$ cat src/rtl/div_iter_unit.sv
// Iterative radix-2 restoring divider: unsigned quotient/remainder of operand
// magnitudes over 32 cycles, with sign and divide-by-zero flags for the correction stage.
module div_iter_unit (
  input  logic        clk_i,
  input  logic        reset_i,
  input  logic        start_i,
  input  logic        kill_i,
  input  logic [1:0]  op_div_i,
  input  logic [31:0] dividend_i,
  input  logic [31:0] divisor_i,
  output logic        busy_o,
  output logic        done_o,
  output logic [31:0] quotient_o,
  output logic [31:0] remainder_o,
  output logic        dividend_neg_o,
  output logic        divisor_neg_o,
  output logic        div_zero_o,
  output logic [1:0]  op_div_o
);

  typedef enum logic [1:0] {S_IDLE, S_CALC, S_DONE} state_t;

  state_t      r_state;
  state_t      w_state_nxt;
  logic [31:0] r_quo;
  logic [31:0] r_rem;
  logic [31:0] r_dvsr;
  logic [4:0]  r_cnt;
  logic [1:0]  r_op;
  logic        r_dnd_neg;
  logic        r_dvs_neg;
  logic        r_div_zero;

  logic        w_accept;
  logic        w_dnd_neg;
  logic        w_dvs_neg;
  logic [31:0] w_dnd_mag;
  logic [31:0] w_dvs_mag;
  logic [32:0] w_shift_rem;
  logic [32:0] w_trial;

  assign w_accept  = (r_state == S_IDLE) & start_i & ~kill_i;
  assign w_dnd_neg = op_div_i[1] & dividend_i[31];
  assign w_dvs_neg = op_div_i[1] & divisor_i[31];
  assign w_dnd_mag = w_dnd_neg ? (~dividend_i + 32'd1) : dividend_i;
  assign w_dvs_mag = w_dvs_neg ? (~divisor_i + 32'd1) : divisor_i;

  // Shifted remainder keeps the bit that leaves r_rem[31]; when that bit is set the
  // trial is always non-negative and below 2^32, so bit 32 remains a valid borrow flag.
  assign w_shift_rem = {r_rem, r_quo[31]};
  assign w_trial     = w_shift_rem - {1'b0, r_dvsr};

  always_comb begin
    w_state_nxt = r_state;
    case (r_state)
      S_IDLE: if (start_i) w_state_nxt = (divisor_i == 32'd0) ? S_DONE : S_CALC;
      S_CALC: if (r_cnt == 5'd0) w_state_nxt = S_DONE;
      S_DONE: w_state_nxt = S_IDLE;
      default: w_state_nxt = S_IDLE;
    endcase
    if (kill_i) w_state_nxt = S_IDLE;
  end

  always_ff @(posedge clk_i or posedge reset_i) begin
    if (reset_i) r_state <= S_IDLE;
    else         r_state <= w_state_nxt;
  end

  always_ff @(posedge clk_i or posedge reset_i) begin
    if (reset_i) begin
      r_quo      <= 32'd0;
      r_rem      <= 32'd0;
      r_dvsr     <= 32'd0;
      r_cnt      <= 5'd0;
      r_op       <= 2'd0;
      r_dnd_neg  <= 1'b0;
      r_dvs_neg  <= 1'b0;
      r_div_zero <= 1'b0;
    end else if (w_accept) begin
      r_op      <= op_div_i;
      r_dnd_neg <= w_dnd_neg;
      r_dvs_neg <= w_dvs_neg;
      r_dvsr    <= w_dvs_mag;
      r_cnt     <= 5'd31;
      if (divisor_i == 32'd0) begin
        r_quo      <= 32'hFFFF_FFFF;
        r_rem      <= dividend_i;
        r_div_zero <= 1'b1;
      end else begin
        r_quo      <= w_dnd_mag;
        r_rem      <= 32'd0;
        r_div_zero <= 1'b0;
      end
    end else if ((r_state == S_CALC) && !kill_i) begin
      r_cnt <= r_cnt - 5'd1;
      if (!w_trial[32]) begin
        r_rem <= w_trial[31:0];
        r_quo <= {r_quo[30:0], 1'b1};
      end else begin
        r_rem <= w_shift_rem[31:0];
        r_quo <= {r_quo[30:0], 1'b0};
      end
    end
  end

  assign busy_o         = (r_state != S_IDLE);
  assign done_o         = (r_state == S_DONE);
  assign quotient_o     = r_quo;
  assign remainder_o    = r_rem;
  assign dividend_neg_o = r_dnd_neg;
  assign divisor_neg_o  = r_dvs_neg;
  assign div_zero_o     = r_div_zero;
  assign op_div_o       = r_op;

endmodule

$ cat config.mk
export PLATFORM = sky130hd
export DESIGN_NAME = div_iter_unit
export DESIGN_NICKNAME = d
export VERILOG_FILES = /design/src/rtl/div_iter_unit.sv
export SDC_FILE = /design/constraint.sdc
export NUM_CORES = 1
export LEC_CHECK = 0
export CAP_MARGIN = 30
export CORE_MARGIN = 1
export CORE_UTILIZATION = 59
export CTS_CLUSTER_DIAMETER = 30
export DETAILED_ROUTE_END_ITERATION = 8
export PLACE_DENSITY = 0.88
export SETUP_SLACK_MARGIN = 0.4
export SKIP_LAST_GASP = 1
export SLEW_MARGIN = 10
export SYNTH_ARGS = -nofsm -noshare
export SYNTH_HDL_FRONTEND = slang
export SYNTH_SLANG_ARGS = --single-unit
export TNS_END_PERCENT = 5
$ cat constraint.sdc
create_clock -name clk_i -period 7.2 [get_ports clk_i]
set_input_delay 1.44 -clock clk_i [delete_from_list [all_inputs] [get_ports clk_i]]
set_output_delay 1.44 -clock clk_i [all_outputs]
set_load 0.005 [all_outputs]
==> flow_metrics.py, run 1 <==
metrics = {
    "outcome": {
        "status": "completed",
    },
    "sta": {
        "final.min_clock_period_ps": 4130,
        "relSlewSlack": 0.436,
        "setup_ws_ps": 3070,
        "fmax_mhz": 242,
        "slew_viol_final": 0,
        "rsz0062_at_grt": "no",
        "fin_crit_sh": 0.573,
        "finalSetupViolations": 0,
        "skew_ps": 9.48,
        "worstMarginPinSlew_ps": 844,
        "hold_viol": 0,
        "setup_tns_ps": 0,
    },
    "floorplanning": {
        "die_y_um": 120,
        "floorplan.initialDensity": 0.614,
        "die_w_um": 120,
        "dieArea_sq_mm": 0.0145,
        "rows": 42,
        "coreArea_sq_mm": 0.0135,
        "ios": 141,
    },
    "power_and_ir_drop": {
        "p_sw_mw": 1.74,
        "p_sw_frac": 0.452,
        "vdd_drop_max_v": 0.000258,
        "seqPwrFrac": 0.268,
        "p_leak_nw": 4.19,
        "power_frac_comb": 0.593,
        "powerDensity_mw_per_mm2": 384,
        "pwr-share-clk": 0.139,
        "p_int_mw": 2.10,
    },
    "logic_synthesis": {
        "synthTopCellsByArea": "dfrtp_1, nand2_1, ha_1, a21oi_1, xor2_1",
        "async_reset_ff_frac": 1.00,
        "ys_seq_area_frac": 0.327,
        "synth_ff_type": "dfrtp_1",
        "syn_inst": 1020,
        "avgSynthCellArea_sq_um": 8.09,
        "synth_fp_nets": 1127,
        "synth_edf_count": 0,
        "synth_top_area_cell": "dfrtp_1",
        "yosysWarnings": 0,
        "synthDistinctLibCells": 70,
        "synth_top_area_frac": 0.327,
        "synth_area_sq_mm": 0.00825,
        "ys_ff_latch": 108,
    },
    "clock_network": {
        "cts_resized": 0,
        "clk_pin_slew_ps": 80,
        "cts_root_buf": "clkbuf_16",
        "cts_num_sinks": 108,
        "cts_setup_buffers": 0,
        "cts_buffers": 9,
        "cts_tree": "yes",
        "postCtsHoldBufs": 0,
        "clk_latency_ps": 360,
        "cts_buffer_depth": 2,
        "cts_htree_levels": 3,
    },
    "route": {
        "wl_mm": 22.2,
        "viasPerCell": 5.98,
        "vias": 7787,
        "routedWlPerCell_um": 17.1,
        "drtPass1Iterations": 6,
        "ant_nets": 0,
        "drt-initial-drc-count": 662,
        "drc": 0,
    },
    "finish": {
        "areaGrowthSynthToFinish_pct": 21.1,
        "final_util": 0.743,
        "diodes": 0,
        "nets": 1228,
        "mostFrequentLayoutCells": "nand2_1, clkdlybuf4s50_1, dfrtp_1",
        "final_layout_size_suffix_gt1_frac": 0.0648,
        "layout_commonest_cell": "nand2_1",
    },
    "critical_path": {
        "r2r_end": "remainder_o[9]",
        "worst_setup_path_end_kind": "flip-flop",
        "rr_worst_depth": 13,
        "r2r_setup_slack_ps": 3280,
        "cp_slowest_stage_delay_ps": 500,
        "worstSetupPathType": "in -> reg",
        "crit_required_ps": 7470,
        "regToRegStartpoint": "quotient_o[31]",
        "worstPathCellList": "clkdlybuf4s50_1 > nor4_1 > and2_1 > nor4b_4 > and2_2 > and3_1 > buf_4 > nor2_1 > a22oi_1",
        "path_max_fanout": 50,
        "path_delay_family": "simple AND/OR/NAND/NOR gates",
        "crit_arrival_ps": 4400,
        "crit_slowest_cell": "clkdlybuf4s50_1",
        "crit_path_start_kind": "primary input",
        "worst-path-buf-inv": 2,
    },
    "global_route": {
        "grt.busiest_layer": "met2",
        "use_met3": 0.0542,
        "grt_use_met2": 0.482,
        "grt_max_degree": 92,
        "use_met1": 0.451,
        "antenna_found_initial": 0,
        "overflow": 0,
        "grt_pass1_vias": 7235,
        "grt_use_total": 0.317,
        "grt_pass1_wl_mm": 36.4,
    },
    "run": {
        "cap_violations": 0,
    },
    "min_path": {
        "hold_path.class": "reg -> reg",
        "whs_path_depth": 2,
        "min_from": "r_dvsr[26]",
        "hold_end": "r_dvsr[26]",
    },
    "placement": {
        "post-place-ws_ps": 2760,
        "place_hpwl_mm": 16.0,
        "place.port_buffers": 140,
        "gp_congestion": 0.942,
    },
}
==> worst reg2reg max path: cells and delay by family, from the launching register on <==
kind            cells  cell delay (ps)
fa+ha+maj           2              640
buf+inv             2              660
flops               1              510
compound gates      6             1570
simple gates        3              430
==> sequential cells by signal (all words and copies together), names as in the netlist <==
| name | flops |
|---|---|
| div_zero_o | 1 |
| remainder_o | 32 |
| r_cnt | 5 |
| r_dvsr | 32 |
| r_state | 2 |
| dividend_neg_o | 1 |
| quotient_o | 32 |
| op_div_o | 2 |
| divisor_neg_o | 1 |
==> final cells by class <==
class                   instances  area, sq um
clock buffers                  10          239
flip-flops and latches        108         2700
inverters                      53          201
well taps                     176          220
fillers                      1065         3450
clock inverters                 6         71.3
repair buffers                148         1480
multi-input cells             801         5080
==> kinds of logic after synthesis <==
family                   count (synthesis)  synth area share
AND/OR/NAND/NOR                        369             0.215
AO/OA/AOI/OAI                          296             0.236
buffers and inverters                  111            0.0581
flip-flops                             108             0.327
XOR/XNOR                                88            0.0934
adder cells (fa/ha/maj)                 37            0.0570
multiplexers                            11            0.0133
==> stage by stage <==
stage / power (mW) / std cells / area, sq um / hold slack, ps
floorplan: 2.62 / 1020 / 8250 / 436
global placement: 3.23 / 1285 / 9660 / 455
detailed placement: 3.26 / 1285 / 9660 / 470
CTS: 3.80 / 1301 / 9970 / 481
global route: 4.13 / 1302 / 10000 / 503
finish: 3.84 / 1302 / 10000 / 480
==> layer usage <==
metal,up-vias,part of all wire
met5,-,0
met4,0,0.026
met3,38,0.080
met2,340,0.44
met1,3587,0.46
li1,3822,-
==> power groups by stage <==
stage / Combinational, mW / Sequential (mW) / Clock (mW)
floorplan: 1.66 / 0.961 / 0
global placement: 2.21 / 1.02 / 0
detailed placement: 2.23 / 1.03 / 0
CTS: 2.25 / 1.02 / 0.532
global route: 2.52 / 1.05 / 0.556
finish: 2.28 / 1.03 / 0.534
==> synth_stat cells (11+ instances only) <==
master	instances
nor3_2	14
mux2i_1	11
nand2_1	149
clkbuf_1	44
a211oi_2	15
a21oi_1	85
ha_1	36
xnor2_1	42
a31oi_1	30
a211oi_1	12
dfrtp_1	108
xor2_1	46
nor3_1	35
inv_1	53
o31ai_1	14
o21ai_0	73
nor2_1	89
==> worst max-delay path by stage <==
| stage | startpoint | endpoint | slack (ps) | cells after the start |
|---|---|---|---|---|
| after floorplan | reset_i | div_zero_o | 2910 | 1 |
| after global placement | divisor_i[2] | quotient_o[21] | 2870 | 9 |
| after detailed placement | divisor_i[2] | quotient_o[21] | 2760 | 9 |
| after CTS | divisor_i[2] | quotient_o[21] | 3140 | 9 |
| after global routing | divisor_i[2] | remainder_o[17] | 2810 | 10 |
| final | divisor_i[2] | quotient_o[21] | 3070 | 9 |
Power figures use the tool's default switching activity.
==> run 2, diff against run 1 <==
--- a/config.mk
+++ b/config.mk
@@ -7,10 +7,10 @@
 export LEC_CHECK = 0
 export CAP_MARGIN = 30
 export CORE_MARGIN = 1
-export CORE_UTILIZATION = 59
+export CORE_UTILIZATION = 55
 export CTS_CLUSTER_DIAMETER = 30
 export DETAILED_ROUTE_END_ITERATION = 8
-export PLACE_DENSITY = 0.88
+export PLACE_DENSITY = 0.82
 export SETUP_SLACK_MARGIN = 0.4
 export SKIP_LAST_GASP = 1
 export SLEW_MARGIN = 10
==> constraint.sdc (replaced) <==
create_clock -name clk_i -period 4.3 [get_ports clk_i]
set_input_delay 0.86 -clock clk_i [delete_from_list [all_inputs] [get_ports clk_i]]
set_output_delay 0.86 -clock clk_i [all_outputs]
set_load 0.005 [all_outputs]
==> flow_metrics.py, run 2 (same netlist as run 1, synthesis figures left out) <==
metrics = {
    "finish": {
        "fin_cells": 1318,
        "diodes": 0,
        "areaGrowthSynthToFinish_pct": 21.9,
        "layout_commonest_cell": "nand2_1",
        "nets": 1236,
        "mostFrequentLayoutCells": "nand2_1, clkdlybuf4s50_1, dfrtp_1",
        "final_layout_size_suffix_gt1_frac": 0.0697,
        "n_fill_cell": 1198,
    },
    "critical_path": {
        "path_max_fanout": 49,
        "worst_setup_path_end_kind": "flip-flop",
        "crit_path_start_kind": "flip-flop",
        "crit_slowest_cell": "fa_1",
        "worstPathCellList": "inv_1 > ha_1 > fa_1 > nand2b_1 > a21oi_2 > o21ai_2 > o41ai_4 > a31oi_1 > o211ai_4 > buf_12 > nor2_1 > a211oi_2 > nor3_2",
        "worstSetupPathType": "reg -> reg",
        "crit_required_ps": 4540,
        "cp_slowest_stage_delay_ps": 410,
        "crit_arrival_ps": 3660,
    },
    "power_and_ir_drop": {
        "vdd_drop_max_v": 0.000452,
        "powerDensity_mw_per_mm2": 636,
        "fin_total_pwr_mw": 6.40,
        "p_leak_nw": 4.21,
        "p_sw_frac": 0.451,
        "pwr-share-clk": 0.126,
        "seqPwrFrac": 0.267,
        "p_int_mw": 3.51,
        "power_frac_comb": 0.606,
        "p_sw_mw": 2.89,
    },
    "clock_network": {
        "cts_buffer_depth": 2,
        "clk_pin_slew_ps": 80,
        "cts_tree": "yes",
        "cts_root_buf": "clkbuf_16",
        "clk_latency_ps": 360,
        "cts_num_sinks": 108,
        "postCtsHoldBufs": 0,
        "cts_htree_levels": 3,
        "cts_setup_buffers": 0,
        "cts_resized": 0,
        "cts_buffers": 9,
    },
    "sta": {
        "finalSetupViolations": 0,
        "relSlewSlack": 0.570,
        "skew_ps": 10.1,
        "slew_viol_final": 0,
        "worstMarginPinSlew_ps": 644,
        "hold_viol": 0,
        "fmax_mhz": 293,
        "setup_tns_ps": 0,
        "fin_crit_sh": 0.795,
        "final.min_clock_period_ps": 3420,
        "setup_ws_ps": 882,
        "hold_slack_ps": 482,
        "rsz0062_at_grt": "no",
    },
    "floorplanning": {
        "die_y_um": 125,
        "floorplan.initialDensity": 0.566,
        "die_w_um": 125,
        "coreArea_sq_mm": 0.0146,
        "dieArea_sq_mm": 0.0155,
        "rows": 44,
        "ios": 141,
    },
    "placement": {
        "place.port_buffers": 140,
        "dp.cells": 1302,
        "gp_congestion": 0.923,
        "post-place-ws_ps": 658,
        "place_hpwl_mm": 16.6,
    },
    "route": {
        "drc": 0,
        "viasPerCell": 5.88,
        "drt-initial-drc-count": 588,
        "drtPass1Iterations": 5,
        "routedWlPerCell_um": 16.5,
        "vias": 7746,
        "ant_nets": 0,
        "wl_mm": 21.8,
    },
    "global_route": {
        "grt_pass1_vias": 7161,
        "grt.busiest_layer": "met2",
        "grt_pass1_wl_mm": 36.5,
        "antenna_found_initial": 0,
        "overflow": 0,
        "grt_use_total": 0.288,
        "grt_use_met2": 0.441,
        "use_met1": 0.424,
        "use_met3": 0.0481,
        "grt_max_degree": 72,
    },
    "outcome": {
        "status": "completed",
    },
    "min_path": {
        "hold_path.class": "reg -> reg",
    },
    "run": {
        "cap_violations": 0,
    },
}
## run 2: worst max-delay path, delay by kind of cell (launching register included)
| kind | cells | cell delay, ps |
|---|---|---|
| buf+inv | 2 | 380 |
| compound gates | 6 | 1470 |
| simple gates | 3 | 370 |
| fa+ha+maj | 2 | 640 |
| flops | 1 | 400 |
## run 2: stage by stage
| step | instance area (sq um) | utilization |
|---|---|---|
| 3_5_place_dp | 9780 | 0.671 |
| 4_1_cts | 10100 | 0.690 |
| 6_report | 10100 | 0.690 |
| 2_1_floorplan | 8250 | - |
| 3_3_place_gp | 9760 | 0.669 |
| 5_1_grt | 10100 | 0.690 |
## run 2: power groups by stage
| stage | logic (mW) | registers (mW) | clock network (mW) |
|---|---|---|---|
| final | 3.88 | 1.71 | 0.809 |
| after global routing | 4.28 | 1.75 | 0.860 |
| after CTS | 3.85 | 1.70 | 0.814 |
| after detailed placement | 3.85 | 1.71 | 0 |
| after global placement | 3.77 | 1.71 | 0 |
| after floorplan | 2.77 | 1.61 | 0 |
## run 2: layout make-up
class | instances | area, sq um | share of cell area
Clock inverter | 4 | 32.5 | 0.00323
Tap cell | 184 | 230 | 0.0229
Multi-Input combinational cell | 801 | 5080 | 0.505
Inverter | 53 | 201 | 0.0200
Timing Repair Buffer | 156 | 1570 | 0.156
Sequential cell | 108 | 2700 | 0.269
Clock buffer | 12 | 246 | 0.0245
## run 2: path summary, 6_finish.rpt
check                                        to  slack, ps  cells past startpoint      startpoint
worst max register to register  remainder_o[13]        880                     13  quotient_o[31]
worst max-delay path            remainder_o[13]        880                     13  quotient_o[31]
worst min-delay path                 r_dvsr[12]        480                      2      r_dvsr[12]
min in group asynchronous         quotient_o[2]        890                      2         reset_i
max in group asynchronous            r_dvsr[20]       2540                      4         reset_i
worst min register to register       r_dvsr[12]        480                      2      r_dvsr[12]
## run 2: per-layer routing
metal	up-vias	routed length, um
met4	0	297
met3	26	1380
met2	274	9680
li1	3825	-
met5	-	0
met1	3621	10400
==> run 3, diff against run 2 <==
--- a/config.mk
+++ b/config.mk
@@ -7,10 +7,10 @@
 export LEC_CHECK = 0
 export CAP_MARGIN = 30
 export CORE_MARGIN = 1
-export CORE_UTILIZATION = 55
+export CORE_UTILIZATION = 49
 export CTS_CLUSTER_DIAMETER = 30
 export DETAILED_ROUTE_END_ITERATION = 8
-export PLACE_DENSITY = 0.82
+export PLACE_DENSITY = 0.78
 export SETUP_SLACK_MARGIN = 0.4
 export SKIP_LAST_GASP = 1
 export SLEW_MARGIN = 10
==> constraint.sdc (replaced) <==
create_clock -name clk_i -period 2.85 [get_ports clk_i]
set_input_delay 0.57 -clock clk_i [delete_from_list [all_inputs] [get_ports clk_i]]
set_output_delay 0.57 -clock clk_i [all_outputs]
set_load 0.005 [all_outputs]
==> flow_metrics.py, run 3 (same netlist as run 1, synthesis figures left out) <==
metrics = {
    "global_route": {
        "grt_max_degree": 91,
        "overflow": 0,
        "grt_use_total": 0.284,
        "grt_pass1_wl_mm": 39.7,
        "antenna_found_initial": 0,
        "grt_pass1_vias": 7910,
    },
    "finish": {
        "postLayoutCellArea_sq_mm": 0.0114,
        "layout_commonest_cell": "buf_4",
        "diodes": 0,
        "final_layout_size_suffix_gt1_frac": 0.183,
        "seq_area_sq_mm": 0.00270,
        "areaGrowthSynthToFinish_pct": 37.9,
        "nets": 1385,
        "multi_input_area_sq_mm": 0.00514,
        "mostFrequentLayoutCells": "buf_4, nand2_1, clkdlybuf4s50_1",
        "n_fill_cell": 1311,
        "fin_cells": 1501,
    },
    "critical_path": {
        "worstSetupPathType": "reg -> reg",
        "crit_arrival_ps": 3470,
        "worst_setup_path_end_kind": "flip-flop",
        "crit_required_ps": 3140,
        "path_max_fanout": 4,
        "crit_path_start_kind": "flip-flop",
    },
    "power_and_ir_drop": {
        "p_int_mw": 6.65,
        "fin_total_pwr_mw": 11.6,
        "power_frac_comb": 0.687,
        "p_sw_mw": 4.93,
        "seqPwrFrac": 0.213,
        "powerDensity_mw_per_mm2": 1020,
        "p_leak_nw": 4.99,
        "pwr-share-clk": 0.100,
        "p_sw_frac": 0.426,
        "vdd_drop_max_v": 0.000530,
    },
    "placement": {
        "gp_congestion": 0.960,
        "place.port_buffers": 140,
        "dp.cells": 1477,
        "dpl-instance-area_sq_mm": 0.0109,
        "place_hpwl_mm": 18.4,
    },
    "sta": {
        "hold_viol": 0,
        "worstMarginPinSlew_ps": 670,
        "setup_ws_ps": -328,
        "rsz0062_at_grt": "yes",
        "finalSetupViolations": 33,
        "relSlewSlack": 0.552,
        "skew_ps": 6.37,
        "slew_viol_final": 0,
        "fmax_mhz": 315,
        "final.min_clock_period_ps": 3180,
        "fin_crit_sh": 1.12,
    },
    "clock_network": {
        "cts_root_buf": "clkbuf_16",
        "cts_num_sinks": 108,
        "cts_buffers": 9,
        "clk_latency_ps": 350,
        "cts_tree": "yes",
        "cts_buffer_depth": 2,
        "clk_pin_slew_ps": 70,
        "postCtsHoldBufs": 0,
        "cts_htree_levels": 3,
    },
    "route": {
        "wl_mm": 24.7,
        "ant_nets": 0,
        "drt-initial-drc-count": 726,
        "viasPerCell": 5.66,
        "vias": 8495,
        "drc": 0,
        "routedWlPerCell_um": 16.5,
        "drtPass1Iterations": 5,
    },
    "floorplanning": {
        "dieArea_sq_mm": 0.0174,
        "die_w_um": 132,
        "rows": 47,
        "die_y_um": 132,
        "coreArea_sq_mm": 0.0165,
        "ios": 141,
        "floorplan.initialDensity": 0.500,
    },
    "outcome": {
        "status": "finished with violations",
        "failed_checks": "negative setup slack",
    },
    "run": {
        "cap_violations": 0,
    },
    "min_path": {
        "hold_path.class": "reg -> reg",
    },
}
## run 3: power by group through the flow
| stage | Combinational (mW) | Sequential, mW | Clock, mW |
|---|---|---|---|
| floorplan | 4.18 | 2.43 | 0 |
| global placement | 6.87 | 2.46 | 0 |
| detailed placement | 6.99 | 2.46 | 0 |
| CTS | 7.48 | 2.45 | 1.17 |
| global route | 8.60 | 2.52 | 1.23 |
| finish | 7.95 | 2.46 | 1.16 |
## run 3: metal layers
metal  track usage  up-vias  part of all wire  wire length (um)
met3        0.0308       42             0.067              1650
met2         0.452      369              0.46             11300
met1         0.408     3965              0.46             11300
met5             0        -                 0                 0
li1              -     4119                 -                 -
met4        0.0782        0             0.021               511
## run 3: worst paths after layout
path / slack [ps] / startpoint / endpoint / depth (start not counted)
setup / recovery: -330 / quotient_o[31] / remainder_o[17] / 14
hold reg to reg: 470 / r_state[1] / r_state[1] / 1
hold / removal: 470 / r_state[1] / r_state[1] / 1
setup reg to reg: -330 / quotient_o[31] / remainder_o[17] / 14
min in group asynchronous: 640 / reset_i / quotient_o[5] / 2
max in group asynchronous: 1520 / reset_i / r_dvsr[17] / 3
## run 3: metrics by stage
step | worst slack, ps | hold WS (ps) | TNS [ps] | utilization
2_1_floorplan | -114 | 436 | -2120 | -
3_3_place_gp | -183 | 455 | -7150 | 0.660
3_5_place_dp | -221 | 465 | -10090 | 0.660
4_1_cts | -192 | 475 | -4140 | 0.683
5_1_grt | -414 | 501 | -9270 | 0.689
6_report | -328 | 469 | -6790 | 0.689
## run 3: area by class of cell
cell class	count	share of cell area
multi-input combinational	801	0.451
timing repair buffer	305	0.247
clock buffer	10	0.0201
clock inverter	4	0.00242
inverter	53	0.0178
tap	220	0.0242
sequential	108	0.237
## run 3: worst max-delay path, stage by stage, from the launching register on
cell,delay [ps]
dfrtp_1,410
inv_2,80
ha_4,170
fa_2,350
nand2b_4,170
a21oi_4,170
o21ai_4,100
o41ai_4,380
a311o_2,290
o211ai_4,110
buf_6,160
clkbuf_16,150
buf_4,130
a211oi_1,270
o31a_1,190
## run 3: what timing repair did
item	in CTS	in global routing
pin swaps	1	0
gates resized for setup	9	5
cloned	2	2
hold endpoints to repair	0	0
endpoints found under the setup margin	72	76
buffers inserted	3	3
